<file path="src/rtl/nonce_tx_framer_pkg.sv">
// Shared definitions for the nonce transmit framer: FSM encoding, frame
// constants and the byte-select helper used to build each frame byte.
`timescale 1ns/1ps
package nonce_tx_framer_pkg;

    typedef enum logic [1:0] {
        ST_IDLE = 2'd0,
        ST_LOAD = 2'd1,
        ST_SEND = 2'd2,
        ST_GAP  = 2'd3
    } state_t;

    // Index of the final byte of a frame (nonce LSB).
    localparam logic [2:0] FRAME_LAST        = 3'd4;
    localparam logic [7:0] DEFAULT_SYNC_BYTE = 8'hA5;

    // Byte 0 is the sync header, bytes 1..4 are the nonce MSB first.
    function automatic logic [7:0] frame_byte(input logic [2:0]  idx,
                                              input logic [31:0] word,
                                              input logic [7:0]  sync);
        logic [7:0] b;
        case (idx)
            3'd0:    b = sync;
            3'd1:    b = word[31:24];
            3'd2:    b = word[23:16];
            3'd3:    b = word[15:8];
            3'd4:    b = word[7:0];
            default: b = 8'h00;
        endcase
        return b;
    endfunction

endpackage

</file>
<file path="src/rtl/nonce_tx_framer_word_fifo.sv">
// Small synchronous FIFO with registered read data and registered
// full/empty flags. Pointers carry one extra MSB to tell full from empty.
`timescale 1ns/1ps
module word_fifo #(
    parameter int DEPTH  = 4,
    parameter int ADDR_W = 2,
    parameter int WIDTH  = 32
) (
    input  logic             clk,
    input  logic             rst_n,
    input  logic             push,
    input  logic [WIDTH-1:0] wr_data,
    input  logic             pop,
    output logic [WIDTH-1:0] rd_data,
    output logic             full,
    output logic             empty
);

    logic [WIDTH-1:0] mem [DEPTH];
    logic [ADDR_W:0]  wr_ptr, rd_ptr;
    logic [ADDR_W:0]  wr_ptr_nxt, rd_ptr_nxt;
    logic             do_push, do_pop;

    // A push while full is refused here as well, so the storage is never
    // overwritten even if the caller forgets to gate it.
    assign do_push    = push & ~full;
    assign do_pop     = pop & ~empty;
    assign wr_ptr_nxt = wr_ptr + {{ADDR_W{1'b0}}, do_push};
    assign rd_ptr_nxt = rd_ptr + {{ADDR_W{1'b0}}, do_pop};

    // Pointer and flag registers; flags are derived from the next pointers.
    // NOTE: sequential state uses non-blocking assignments so every flop
    // samples pre-edge values regardless of process evaluation order.
    always_ff @(posedge clk or negedge rst_n) begin
        if (!rst_n) begin
            wr_ptr <= '0;
            rd_ptr <= '0;
            full   <= 1'b0;
            empty  <= 1'b1;
        end else begin
            wr_ptr <= wr_ptr_nxt;
            rd_ptr <= rd_ptr_nxt;
            full   <= (wr_ptr_nxt[ADDR_W] != rd_ptr_nxt[ADDR_W]) &&
                      (wr_ptr_nxt[ADDR_W-1:0] == rd_ptr_nxt[ADDR_W-1:0]);
            empty  <= (wr_ptr_nxt == rd_ptr_nxt);
        end
    end

    // Storage write.
    // NOTE: the array has no reset; the empty flag guarantees stale
    // contents are never read, and leaving it unreset keeps it a plain RAM.
    always_ff @(posedge clk) begin
        if (do_push) begin
            mem[wr_ptr[ADDR_W-1:0]] <= wr_data;
        end
    end

    // Registered read port: data appears the cycle after a pop.
    always_ff @(posedge clk or negedge rst_n) begin
        if (!rst_n) begin
            rd_data <= '0;
        end else if (do_pop) begin
            rd_data <= mem[rd_ptr[ADDR_W-1:0]];
        end
    end

endmodule

</file>
<file path="src/rtl/nonce_tx_framer.sv">
// Buffers golden-nonce strobes and serialises each one into a byte frame
// (optional sync byte, then the nonce MSB first) for the UART transmitter,
// honouring its new_data/busy handshake.
`timescale 1ns/1ps
module nonce_tx_framer
    import nonce_tx_framer_pkg::*;
#(
    parameter int         DEPTH     = 4,
    parameter int         ADDR_W    = 2,
    parameter bit         SYNC_EN   = 1'b1,
    parameter logic [7:0] SYNC_BYTE = DEFAULT_SYNC_BYTE
) (
    input  logic        clk,
    input  logic        rst_n,
    input  logic [31:0] nonce,
    input  logic        nonce_valid,
    output logic        fifo_full,
    output logic [7:0]  drop_cnt,
    output logic        frame_busy,
    output logic [7:0]  tx_data,
    output logic        tx_new_data,
    input  logic        tx_busy
);

    localparam logic [2:0] FIRST_IDX = SYNC_EN ? 3'd0 : 3'd1;

    state_t      state, state_nxt;
    logic        push, pop, fifo_empty;
    logic [31:0] fifo_rd_data;
    logic [31:0] word_q;
    logic [2:0]  byte_idx;

    // Full is registered, so a pop in the same cycle does not make room.
    assign push       = nonce_valid & ~fifo_full;
    assign frame_busy = (state != ST_IDLE) | ~fifo_empty;

    word_fifo #(
        .DEPTH  (DEPTH),
        .ADDR_W (ADDR_W),
        .WIDTH  (32)
    ) u_fifo (
        .clk     (clk),
        .rst_n   (rst_n),
        .push    (push),
        .wr_data (nonce),
        .pop     (pop),
        .rd_data (fifo_rd_data),
        .full    (fifo_full),
        .empty   (fifo_empty)
    );

    // Saturating count of strobes that arrived while the FIFO was full.
    always_ff @(posedge clk or negedge rst_n) begin
        if (!rst_n) begin
            drop_cnt <= 8'h00;
        end else if (nonce_valid && fifo_full && (drop_cnt != 8'hFF)) begin
            drop_cnt <= drop_cnt + 8'd1;
        end
    end

    // FSM state register.
    always_ff @(posedge clk or negedge rst_n) begin
        if (!rst_n) begin
            state <= ST_IDLE;
        end else begin
            state <= state_nxt;
        end
    end

    // Next state, FIFO pop and the issue pulse to the transmitter.
    // NOTE: every output of this block gets a default first, so no path
    // leaves one unassigned and no latch is inferred.
    always_comb begin
        state_nxt   = state;
        pop         = 1'b0;
        tx_new_data = 1'b0;
        case (state)
            ST_IDLE: begin
                if (!fifo_empty) begin
                    pop       = 1'b1;
                    state_nxt = ST_LOAD;
                end
            end
            ST_LOAD: state_nxt = ST_SEND;
            ST_SEND: begin
                tx_new_data = ~tx_busy;
                if (!tx_busy) begin
                    state_nxt = ST_GAP;
                end
            end
            // One idle cycle lets the transmitter's busy reflect the issue.
            ST_GAP: state_nxt = (byte_idx == FRAME_LAST) ? ST_IDLE : ST_SEND;
            default: state_nxt = ST_IDLE;
        endcase
    end

    // Frame datapath: latch the word, step the byte index, and present the
    // next byte on tx_data before SEND so it is stable for the whole state.
    always_ff @(posedge clk or negedge rst_n) begin
        if (!rst_n) begin
            word_q   <= 32'h0;
            byte_idx <= 3'd0;
            tx_data  <= 8'h00;
        end else begin
            case (state)
                ST_LOAD: begin
                    word_q   <= fifo_rd_data;
                    byte_idx <= FIRST_IDX;
                    tx_data  <= frame_byte(FIRST_IDX, fifo_rd_data, SYNC_BYTE);
                end
                ST_GAP: begin
                    if (byte_idx != FRAME_LAST) begin
                        byte_idx <= byte_idx + 3'd1;
                        tx_data  <= frame_byte(byte_idx + 3'd1, word_q, SYNC_BYTE);
                    end
                end
                default: ;
            endcase
        end
    end

endmodule
</file>
<file path="config.mk">
export PLATFORM = sky130hd
export DESIGN_NAME = nonce_tx_framer
export DESIGN_NICKNAME = d
export VERILOG_FILES = /design/src/rtl/nonce_tx_framer_pkg.sv /design/src/rtl/nonce_tx_framer_word_fifo.sv /design/src/rtl/nonce_tx_framer.sv
export SDC_FILE = /design/constraint.sdc
export NUM_CORES = 1
export LEC_CHECK = 0
export BUFFER_PORTS_ARGS = -buffer_cell sky130_fd_sc_hd__buf_2
export CAP_MARGIN = 20
export CORE_UTILIZATION = 30
export DETAILED_ROUTE_END_ITERATION = 12
export PLACE_DENSITY = 0.47
export REMOVE_ABC_BUFFERS = 1
export SLEW_MARGIN = 25
export SYNTH_ARGS = -nofsm -noshare
export SYNTH_HDL_FRONTEND = slang
export SYNTH_SLANG_ARGS = --single-unit
</file>
<file path="constraint.sdc">
create_clock -name clk -period 5.5 [get_ports clk]
set_clock_uncertainty 0.2 [all_clocks]
set_input_delay 0.825 -clock clk [delete_from_list [all_inputs] [get_ports clk]]
set_output_delay 0.825 -clock clk [all_outputs]
set_load 0.05 [all_outputs]
</file>
==> out/metrics.csv <==
metric,value,unit
1st-iter DRT viols,199,
Max Fclk,0.371,GHz
clk sinks,221,
number of warnings reported in the yosys synthesis log,0,
via count of the first global-routing pass,4570,
drt first pass iters,5,
kind of path behind the tightest hold check,primary input to async pin,
portion of the post-synthesis area used by sequential elements,70.6,%
num ports,55,
share of synthesized registers carrying an async set or reset,42.1,%
instance count of the mapped netlist,453,
die height,173,µm
Post-DP HPWL,10700,µm
number of setup violations in the final report,0,
proportion of power drawn by flip-flops and latches,44.7,%
switching pwr,1730,µW
required time at the worst-slack endpoint,4.47,ns
max-cap violation count,0,
final hold violations,0,
switching share of power,30.5,%
wire length of the first global-routing pass,27300,µm
full die area,0.0298,mm²
GRT Overall Usage,11.9,%
result of the run,completed,
GRT Residual Overflow,0,
share of post-route cells with drive strength above 1,37.3,%
highest net fanout along the worst path,7,
Clk network pwr share,26.5,%
areal power density over the cells,556,mW/mm²
post-synthesis sequential element count,221,
data arrival time of the critical path,1.67,ns
antenna violations before repair,0,
worst reg-to-reg path cell count,5,
via total after detailed routing,4264,
clock tree root driver cell,clkbuf_16,
ANT cells,0,
actual slew at the worst max-slew pin,0.818,ns
number of flops mapped to enable cells by yosys,128,
number of cell rows,62,
number of resized instances in the post-cts repair step,0,
startpoint-to-endpoint class of the critical path,register to primary output,
number of levels the H-tree was split into,1,
prevailing post-synth register cell,edfxtp_1,
post-synthesis to final-layout area growth,16.2,%
Post-Place Cell Area,0.00944,mm²
total setup buffers inserted after CTS,0,
CTS tree,done,
count of pins over their slew limit,0,
Final Cell Area,0.0102,mm²
Layout Nets,570,
worst slew slack as a fraction of its limit,45.5,%
Worst-path clk slew,0.06,ns
Max IR drop VDD,0.243,mV
largest net degree at the start of global routing,60,
die outline width,173,µm
RSZ-0062 raised after global routing,no,
part of the total power dissipated in combinational logic,28.8,%
Final min period,2.69,ns
hold buffers post-CTS,0,
number of buffers inserted by port buffering,54,
via/cell ratio,4.62,
count of different cell masters after synthesis,48,
final clock period utilization by the worst path,49.0,%
clock latency reported for the late side of the worst-skew pair,0.51,ns
critical path launch point type,register,
cell-internal power,3920,µW
DRC violations left,0,
type of element capturing the critical path,primary output,
post-DR wirelength/cell,18.8,µm
average cell area after synthesis,19.3,µm²
Post-Synthesis Cell Area,0.00875,mm²
initial cell density of the core,30.5,%
Clock Tree Buf Depth,3,
final total negative setup slack,0,ns
Lkg Pwr,0.00383,µW
total wire length after detailed routing,17400,µm
final weighted congestion of routability-driven global placement,0.719,
Routed Antenna Nets,0,
Core ar.,0.0287,mm²
final-layout fill cell count,2764,
TritonCTS Buffers,25,
==> cell type report <==
class	instances	area (µm²)	share of cell area (%)
tap	384	480	4.73
clock inverter	14	90.1	0.886
clock buffer	29	641	6.30
multi-input combinational	205	2390	23.6
timing repair buffer	63	360	3.54
inverter	7	26.3	0.258
sequential	221	6170	60.7
==> flip-flops by register name, indices dropped and copies added, names as in the netlist <==
| name | count |
|---|---|
| u_fifo.rd_ptr | 3 |
| u_fifo.rd_data | 32 |
| u_fifo.mem | 128 |
| u_fifo.full | 1 |
| word_q | 32 |
| drop_cnt | 8 |
| state | 2 |
| u_fifo.empty | 1 |
| tx_data | 8 |
| byte_idx | 3 |
| u_fifo.wr_ptr | 3 |
==> cell usage after synthesis (all sizes together) (7+ instances only) <==
cell type | n | share of area, %
dfrtp | 92 | 26
a222oi | 8 | 0.92
mux4 | 32 | 8.3
o21ai | 7 | 0.40
mux2 | 71 | 10
nor2 | 7 | 0.33
inv | 7 | 0.30
nand2 | 17 | 0.73
buf | 14 | 1.6
edfxtp | 128 | 44
ha | 11 | 1.6
==> kinds of logic after synthesis <==
group                      share of synthesized area [%]
AOI/OAI and AO/OA                                   3.18
and+or+nand+nor                                     2.63
muxes                                               18.9
adders and majority gates                           1.57
buffers and inverters                               2.22
xor gates and xnor gates                           0.987
DFF                                                 70.6
==> power by group through the flow <==
stage          combinational [µW]  clock [µW]  sequential (µW)
6_report                     1630        1500             2520
5_1_grt                      1770        1610             2590
4_1_cts                      1670        1550             2530
3_5_place_dp                 1670           0             2560
3_3_place_gp                 1640           0             2540
2_1_floorplan                1050           0             2650
==> per-stage QoR <==
stage          cells  setup slack [ns]  total power [µW]  hold slack [ns]  util (%)
2_1_floorplan    433              1.36              3700            0.246         -
3_3_place_gp     879              2.62              4180            0.268      32.8
3_5_place_dp     880              2.84              4230            0.264      32.9
4_1_cts          923              2.78              5750            0.229      35.4
5_1_grt          923              2.76              5970            0.250      35.4
6_report         923              2.81              5650            0.199      35.4
==> layer usage <==
metal / track usage [%] / share of wire, % / vias up
li1: - / - / 1916
met1: 15.7 / 45 / 2245
met2: 20.3 / 49 / 74
met3: 2.15 / 3.4 / 29
met4: 3.39 / 2.6 / 0
met5: 0 / 0 / -
==> cell usage in the layout, fill, tap and decap left out, types with 2 or more instances in the layout <==
master     instances
a21oi_1            4
a222oi_1           8
a22oi_1            3
and3_1             2
and4_1             2
buf_2             53
buf_4              9
clkbuf_1           4
clkbuf_16         25
clkinv_1           6
clkinv_2           6
dfrtp_1           91
edfxtp_1         128
ha_1              11
inv_1              7
mux2_1             4
mux2_2            37
mux2_4            30
mux4_1             2
mux4_2            30
nand2_1           17
nand3_1            3
nor2_1             5
nor2b_1            2
nor3_1             3
o2111ai_1          2
o21a_1             2
o21ai_0            7
o22a_1             3
o31ai_1            4
xnor2_1            6
xor2_1             2
==> worst paths after layout <==
| path | start | end | slack [ns] |
|---|---|---|---|
| setup / recovery | state[1] | tx_new_data | 2.81 |
| hold / removal | rst_n | word_q[8] | 0.20 |
| setup reg to reg | byte_idx[0] | tx_data[6] | 3.29 |
| hold reg to reg | u_fifo.rd_ptr[2] | u_fifo.rd_ptr[2] | 0.27 |
| max in group asynchronous | rst_n | u_fifo.rd_ptr[0] | 3.87 |
| min in group clk | u_fifo.rd_ptr[2] | u_fifo.rd_ptr[2] | 0.27 |
==> worst max-delay path, cell delays in order (launching register included) <==
cell and delay (ns):
dfrtp_1 0.55, nor3b_1 0.30, buf_2 0.32
(Power assumes the default switching activity.)
